**src/rtl/multi_mode_counter_gen.sv**
```systemverilog
// Up/down counter game block: wrap or saturate arithmetic, boundary-arrival scoring,
// and a sticky game-over state that only an explicit restart clears.
module multi_mode_counter_gen #(
    parameter int WIDTH       = 5,
    parameter int STEP_WIDTH  = 3,
    parameter int SCORE_WIDTH = 4,
    parameter int SCORE_MAX   = (1 << SCORE_WIDTH) - 1
) (
    input  logic                   clk,
    input  logic                   rst,
    input  logic                   en,
    input  logic [1:0]             mode,
    input  logic [STEP_WIDTH-1:0]  step,
    input  logic                   sat,
    input  logic                   init,
    input  logic [WIDTH-1:0]       init_value,
    input  logic                   restart,
    output logic [WIDTH-1:0]       count,
    output logic                   winner,
    output logic                   loser,
    output logic [SCORE_WIDTH-1:0] win_score,
    output logic [SCORE_WIDTH-1:0] lose_score,
    output logic                   gameover,
    output logic [1:0]             who
);

    // Internal width leaves headroom so saturation is correct even if the step is wider than the count.
    localparam int CW = ((WIDTH > STEP_WIDTH) ? WIDTH : STEP_WIDTH) + 2;
    localparam logic [WIDTH-1:0]       MAX  = '1;
    localparam logic [SCORE_WIDTH-1:0] SMAX = SCORE_WIDTH'(SCORE_MAX);
    localparam logic [SCORE_WIDTH-1:0] ONE  = SCORE_WIDTH'(1);

    typedef enum logic [1:0] {IDLE, RUN, OVER} state_t;

    state_t                 state_q, state_d;
    logic [WIDTH-1:0]       count_q, count_d;
    logic [SCORE_WIDTH-1:0] win_q, win_d, lose_q, lose_d;
    logic                   go_q, go_d;
    logic [1:0]             who_q, who_d;
    logic [STEP_WIDTH-1:0]  step_sel;
    logic [WIDTH-1:0]       nxt;

    function automatic logic [WIDTH-1:0] next_count(
        input logic [WIDTH-1:0]      cnt,
        input logic [STEP_WIDTH-1:0] s,
        input logic                  down,
        input logic                  clamp
    );
        logic [CW-1:0]        c_ext;
        logic [CW-1:0]        s_ext;
        logic [CW-1:0]        sum;
        logic signed [CW-1:0] diff;
        c_ext = CW'(cnt);
        s_ext = CW'(s);
        sum   = c_ext + s_ext;
        diff  = signed'(c_ext) - signed'(s_ext);
        if (!down)
            return (clamp && (sum > CW'(MAX))) ? MAX : sum[WIDTH-1:0];
        return (clamp && (diff < 0)) ? '0 : diff[WIDTH-1:0];
    endfunction

    assign step_sel = mode[0] ? step : STEP_WIDTH'(1);
    assign nxt      = next_count(count_q, step_sel, mode[1], sat);

    always_comb begin
        state_d = state_q;
        count_d = count_q;
        win_d   = win_q;
        lose_d  = lose_q;
        go_d    = go_q;
        who_d   = who_q;
        case (state_q)
            IDLE: begin
                if (init)
                    count_d = init_value;
                else if (en)
                    state_d = RUN;
            end
            RUN: begin
                if (init) begin
                    count_d = init_value;
                end else if (en) begin
                    count_d = nxt;
                    // Only a change onto a boundary scores; holding there never does.
                    if ((nxt == MAX) && (nxt != count_q)) begin
                        win_d = win_q + ONE;
                        if (win_d == SMAX) begin
                            state_d = OVER;
                            go_d    = 1'b1;
                            who_d   = 2'b10;
                        end
                    end else if ((nxt == '0) && (nxt != count_q)) begin
                        lose_d = lose_q + ONE;
                        if (lose_d == SMAX) begin
                            state_d = OVER;
                            go_d    = 1'b1;
                            who_d   = 2'b01;
                        end
                    end
                end
            end
            OVER: begin
                if (restart) begin
                    state_d = IDLE;
                    count_d = '0;
                    win_d   = '0;
                    lose_d  = '0;
                    go_d    = 1'b0;
                    who_d   = 2'b00;
                end
            end
            default: state_d = IDLE;
        endcase
    end

    always_ff @(posedge clk) begin
        if (rst) begin
            state_q <= IDLE;
            count_q <= '0;
            win_q   <= '0;
            lose_q  <= '0;
            go_q    <= 1'b0;
            who_q   <= 2'b00;
        end else begin
            state_q <= state_d;
            count_q <= count_d;
            win_q   <= win_d;
            lose_q  <= lose_d;
            go_q    <= go_d;
            who_q   <= who_d;
        end
    end

    assign count      = count_q;
    assign winner     = (count_q == MAX);
    assign loser      = (count_q == '0);
    assign win_score  = win_q;
    assign lose_score = lose_q;
    assign gameover   = go_q;
    assign who        = who_q;

endmodule

```
**config.mk**
```make
export PLATFORM = sky130hd
export DESIGN_NAME = multi_mode_counter_gen
export DESIGN_NICKNAME = d
export VERILOG_FILES = /design/src/rtl/multi_mode_counter_gen.sv
export SDC_FILE = /design/constraint.sdc
export NUM_CORES = 1
export LEC_CHECK = 0
export CAP_MARGIN = 20
export CORE_UTILIZATION = 55
export DETAILED_ROUTE_END_ITERATION = 6
export PLACE_DENSITY = 0.79
export SKIP_CTS_REPAIR_TIMING = 1
export SLEW_MARGIN = 25
export SYNTH_ARGS = -nofsm -noshare
export SYNTH_HDL_FRONTEND = slang
export SYNTH_SLANG_ARGS = --single-unit
```
**constraint.sdc**
```tcl
create_clock -name clk -period 5.84 [get_ports clk]
set_clock_uncertainty 0.1 [all_clocks]
set_input_delay 0.876 -clock clk [delete_from_list [all_inputs] [get_ports clk]]
set_output_delay 0.876 -clock clk [all_outputs]
set_load 0.05 [all_outputs]
```
==> results of run 1 <==
[cell type report]
class                      count  share of cell area
clock buffer                   4              0.0156
inverter                      19              0.0307
multi-input combinational    201               0.631
sequential                    18               0.155
tap                           46              0.0248
timing repair buffer          33               0.142
[stage by stage]
stage | cell area, um2 | hold WS (ps) | total power (W) | utilization
5_1_grt | 2320 | 451 | 0.000741 | 0.690
3_5_place_dp | 2280 | 402 | 0.000603 | 0.679
3_3_place_gp | 2280 | 401 | 0.000595 | 0.679
2_1_floorplan | 1950 | 383 | 0.000500 | -
4_1_cts | 2320 | 427 | 0.000685 | 0.690
6_report | 2320 | 428 | 0.000688 | 0.690
[sequential cells by signal, indices dropped and copies added (netlist names)]
signal,flops
count,5
gameover,1
lose_score,4
state_q,2
who,2
win_score,4
[power groups by stage]
stage / clock, W / sequential [W] / combinational (W)
after detailed placement: 0 / 0.000172 / 0.000430
after global placement: 0 / 0.000173 / 0.000423
after global routing: 0.0000897 / 0.000175 / 0.000476
after floorplan: 0 / 0.000202 / 0.000298
final: 0.0000804 / 0.000170 / 0.000438
after CTS: 0.0000820 / 0.000170 / 0.000433
[cells by family after synthesis]
family                   share of synthesized area
buffers and inverters                       0.0648
multiplexers                                0.0160
XOR/XNOR                                    0.0263
AO/OA/AOI/OAI                                0.287
AND/OR/NAND/NOR                              0.298
flip-flops                                   0.185
adder cells (fa/ha/maj)                      0.123
[routing by layer]
layer / up-vias / GRT usage
met5: - / 0
met4: 0 / 0.0889
met3: 9 / 0.0336
met2: 74 / 0.427
met1: 918 / 0.388
li1: 970 / -
[final timing paths]
path	to	slack [ps]
max	lose_score[0]$_SDFFE_PP0P_	1980
min	gameover$_SDFFE_PP0P_	430
max reg2reg	lose_score[0]$_SDFFE_PP0P_	2520
min reg2reg	gameover$_SDFFE_PP0P_	430
[cell usage in the layout, fill, tap and decap left out, types with 3 or more instances in the layout]
| master | instances |
|---|---|
| a211oi_1 | 3 |
| o2bb2ai_1 | 3 |
| a31oi_1 | 7 |
| nand3b_1 | 3 |
| a22oi_1 | 3 |
| a221o_1 | 3 |
| ha_1 | 16 |
| nand3_1 | 10 |
| nor2b_1 | 8 |
| clkdlybuf4s50_1 | 33 |
| nand2_1 | 18 |
| a21oi_1 | 12 |
| a22o_1 | 3 |
| o21ai_0 | 12 |
| nand4_1 | 3 |
| clkbuf_4 | 3 |
| a221oi_1 | 5 |
| nand2b_1 | 10 |
| inv_1 | 19 |
| nor3_1 | 7 |
| nor2_1 | 20 |
| dfxtp_1 | 18 |
[worst reg2reg max path: stages (launching register included)]
cell	delay, ps
dfxtp_1	540
inv_1	200
fa_1	500
o21bai_1	230
or4b_1	530
o2bb2ai_1	230
nor3_2	160
a21oi_2	110
or4_1	480
a21oi_1	160
==> reports/results.ini, run 1 <==
[timing]
tightest_slew_ps = 779
finalCriticalPeriod_ps = 3860
fmax_ghz = 0.259
worst_slack_ps = 1980
hold_viol_final = 0
rsz0062_at_grt = false
fin_tns_setup_ps = 0
setup_viol = 0
fin_crit_sh = 0.660
maxSlewViolCount = 0
max_slew_margin = 0.479

[synth]
synthCells = 249
seq_area_frac_synth = 0.185
synthArstFlopShare = 0
synth_area_leaders = dfxtp_1 18%, ha_1 10%, nor2_1 3.8%, inv_1 3.7%, nand2_1 3.5%
ys_warn_count = 0
ys_types = 67
synth_edf_count = 0
synth_top_area_share = 0.185
synth-main-ff-cell = dfxtp_1
synth_seq_cells = 18
syn_nets = 283
synth.most_common_cell = nor2_1
yosysTopAreaCell = dfxtp_1
synth_commonest_cells = 20 x nor2_1, 19 x inv_1, 18 x dfxtp_1, 18 x nand2_1, 16 x ha_1
syn_area_um2 = 1950
avgSynthCellArea_um2 = 7.83

[power]
ir_drop_mv = 0.180
clockPowerShare = 0.117
swShare = 0.508
power.density_nw_per_um2 = 297
p_leak_nw = 0.852
pwr-share-comb = 0.636
intPower_w = 0.000339
power.switching_w = 0.000350
p_seq_frac = 0.247

[placed_design]
port_buffers = 33
place.gp.congestion = 0.910
post-dp-hpwl_um = 3640
dp_slack_ps = 1680
place_inst = 317

[layout]
layout-drive-gt1-share = 0.0691
syn2layout_area_growth_pct = 18.9
fillers = 313
fin_cells = 321
final_nets = 310
register_area_um2 = 360
diodes = 0
multi_input_area_um2 = 1460

[setup_path]
worst_path_max_delay_cell = or4b_1
reg2reg_from = count[1]$_SDFFE_PP0P_
critPathMaxStageDelay_ps = 530
crit_chain = clkdlybuf4s50_1 -> nand2b_1 -> ha_1 -> inv_1 -> fa_1 -> o21bai_1 -> or4b_1 -> o2bb2ai_1 -> nor3_2 -> a21oi_2 -> or4_1 -> a21oi_1
cp.required_ps = 5960
crit_type = primary input to flop
rr_worst_depth = 9
start_kind = primary input
cp.arrival_ps = 3980
critPathTopFamily = simple AND/OR/NAND/NOR gates
path_buf_inv = 2
crit_cells = 12
cp-end-kind = flop
cp-startpoint = step[0]
path_max_fanout = 6

[floorplanning]
io_pins = 34
die_h_um = 61.6
core-area_um2 = 3360
chipWidth_um = 61.6
start_util = 0.580
dieArea_um2 = 3790
num_rows = 21

[cts]
clk_pin_slew_ps = 110
cts-root-buf = clkbuf_4
clock_path_buffers = 2
cts_tree = yes
clock-sinks = 18
cts-htree-levels = 1
cts_inserted_buffers = 3
insertion_delay_ps = 300

[global_route]
grt_pass1_vias = 1727
grt_start_max_net_pins = 23
grt_pass1_wl_um = 7820
track_usage = 0.273
antenna_found_initial = 0
grt_overflow = 0

[worst_hold_path]
hold_path_class = flop to flop
hold_start = gameover$_SDFFE_PP0P_
whs_path_depth = 2

[detailed_routing]
drtPass1Iterations = 4
drtAntennaViolNets = 0
top_layer = met4
num_vias = 1971
route.detailed.drc = 0
drt_iter0_markers = 202
route.detailed.wl_per_inst_um = 15.2
route.met3.wl_um = 303
via_per_inst = 6.14
dr_wl_met2_um = 2260
drt-total-wl_um = 4870
wl_met1_um = 2230

[flow_run]
cap_viol_max_count = 0

[status]
status = finished clean

Power figures use the tool's default switching activity.
==> inputs of run 2 (changes only) <==
--- a/config.mk
+++ b/config.mk
@@ -6,9 +6,9 @@
 export NUM_CORES = 1
 export LEC_CHECK = 0
 export CAP_MARGIN = 20
-export CORE_UTILIZATION = 55
+export CORE_UTILIZATION = 54
 export DETAILED_ROUTE_END_ITERATION = 6
-export PLACE_DENSITY = 0.79
+export PLACE_DENSITY = 0.77
 export SKIP_CTS_REPAIR_TIMING = 1
 export SLEW_MARGIN = 25
 export SYNTH_ARGS = -nofsm -noshare
==> constraint.sdc (replaced) <==
create_clock -name clk -period 3.7 [get_ports clk]
set_clock_uncertainty 0.1 [all_clocks]
set_input_delay 0.555 -clock clk [delete_from_list [all_inputs] [get_ports clk]]
set_output_delay 0.555 -clock clk [all_outputs]
set_load 0.05 [all_outputs]
==> run 2 against run 1 <==
  * Via count grew 0.81%
  * Highest routed layer unchanged
  * Register-to-register slack lost 2100 ps
  * Worst hold slack lost 10 ps
  * Flip-flop and latch count is the same
  * Largest cell class unchanged
  * Routed wire length grew 1.5%
  * Power grew 66%
  * Non-clock buffer count grew 17
==> reports/results.ini, run 2 (synthesis gave the netlist of run 1 again) <==
[timing]
rsz0062_at_grt = false
tightest_slew_ps = 796
hold_viol_final = 0
max_slew_margin = 0.468
holdWs_ps = 418
maxSlewViolCount = 0
setup_viol = 0
fin_crit_sh = 0.929
finalCriticalPeriod_ps = 3440
fin_tns_setup_ps = 0
fmax_ghz = 0.291

[cts]
insertion_delay_ps = 300
cts_tree = yes
cts-htree-levels = 1
cts-root-buf = clkbuf_4
clock_path_buffers = 2
cts_inserted_buffers = 3
clock-sinks = 18
clk_pin_slew_ps = 120

[floorplanning]
num_rows = 21
dieArea_um2 = 3860
chipWidth_um = 62.1
die_h_um = 62.1
io_pins = 34
start_util = 0.575
core-area_um2 = 3390

[power]
ir_drop_mv = 0.356
power.switching_w = 0.000568
pwr-share-comb = 0.655
p_seq_frac = 0.233
power.density_nw_per_um2 = 468
clockPowerShare = 0.111
power_w = 0.00115
intPower_w = 0.000577
swShare = 0.496
p_leak_nw = 0.934

[layout]
diodes = 0
largest_register_ff_count = 5
final_common_cell = clkdlybuf4s50_1
final_cell_mix = 33 x clkdlybuf4s50_1, 20 x nor2_1, 19 x inv_1
fin_cells = 338
syn2layout_area_growth_pct = 25.5
final_nets = 327
final_util = 0.722
layout-drive-gt1-share = 0.123

[setup_path]
critPathMaxStageDelay_ps = 510
cp.required_ps = 3820
cp-end-kind = flop
reg2reg_from = count[1]$_SDFFE_PP0P_
worst_path_max_delay_cell = or4b_1
start_kind = primary input
path_max_fanout = 5
cp.arrival_ps = 3550
cp-startpoint = step[0]
crit_type = primary input to flop
crit_chain = clkdlybuf4s50_1 -> nand2b_1 -> ha_1 -> inv_1 -> fa_1 -> o21bai_1 -> or4b_1 -> o2bb2ai_1 -> nor3_2 -> a21oi_2 -> or4_1 -> a21oi_1

[global_route]
met2_usage = 0.385
grt_overflow = 0
grt_pass1_wl_um = 8160
grt_pass1_vias = 1715
track_usage = 0.258
grt_util_met1 = 0.388
grt_start_max_net_pins = 23
met3_usage = 0.0386
antenna_found_initial = 0
busiest_layer = met1

[placed_design]
place_inst = 334
place.gp.congestion = 0.909
port_buffers = 33
post-dp-hpwl_um = 3780

[detailed_routing]
route.detailed.wl_per_inst_um = 14.6
drtPass1Iterations = 5
via_per_inst = 5.88
drt-total-wl_um = 4950
route.detailed.drc = 0
drtAntennaViolNets = 0
num_vias = 1987
drt_iter0_markers = 253

[flow_run]
cap_viol_max_count = 0

[worst_hold_path]
hold_path_class = flop to flop
hold_start = gameover$_SDFFE_PP0P_

[status]
status = finished clean

==> run 2: cell types whose count changed in the layout (fill, tap and decap cells not counted), sizes merged <==
cell	before	now
buf	0	17
==> run 2: area by class of cell <==
type | instances | area (um2)
clock buffers | 4 | 36.3
repair buffers | 50 | 458
fillers | 272 | 942
multi-input cells | 201 | 1460
well taps | 46 | 57.6
inverters | 19 | 71.3
flip-flops and latches | 18 | 360
==> run 2: power by group through the flow <==
stage	clock, W	combinational, W	sequential (W)
after floorplan	0	0.000470	0.000319
after global placement	0	0.000730	0.000268
after CTS	0.000129	0.000740	0.000266
after detailed placement	0	0.000737	0.000270
final	0.000127	0.000751	0.000267
after global routing	0.000139	0.000810	0.000272
==> run 2: worst max-delay path: cells and delay by family <==
family | cells | cell delay, ps
AO/OA/AOI/OAI | 4 | 670
adder cells (fa/ha/maj) | 2 | 560
buffers and inverters | 2 | 490
AND/OR/NAND/NOR | 4 | 1270
==> run 2: routing by layer <==
layer,share of wire,vias to the layer above
li1,-,1009
met1,0.49,896
met3,0.064,4
met5,0,-
met4,0.0085,0
met2,0.44,78
==> run 2: path summary, 6_finish.rpt <==
check                                    end  slack (ps)  cells after the start
setup / recovery  lose_score[0]$_SDFFE_PP0P_         260                     12
hold / removal         gameover$_SDFFE_PP0P_         420                      2
hold reg to reg        gameover$_SDFFE_PP0P_         420                      2
setup reg to reg  lose_score[0]$_SDFFE_PP0P_         470                      9
==> run 2: per-stage QoR <==
stage          setup WS (ps)  area (um2)
2_1_floorplan            342        1950
3_3_place_gp            37.1        2410
3_5_place_dp           -14.4        2410
4_1_cts                  269        2450
5_1_grt                 73.3        2450
6_report                 264        2450
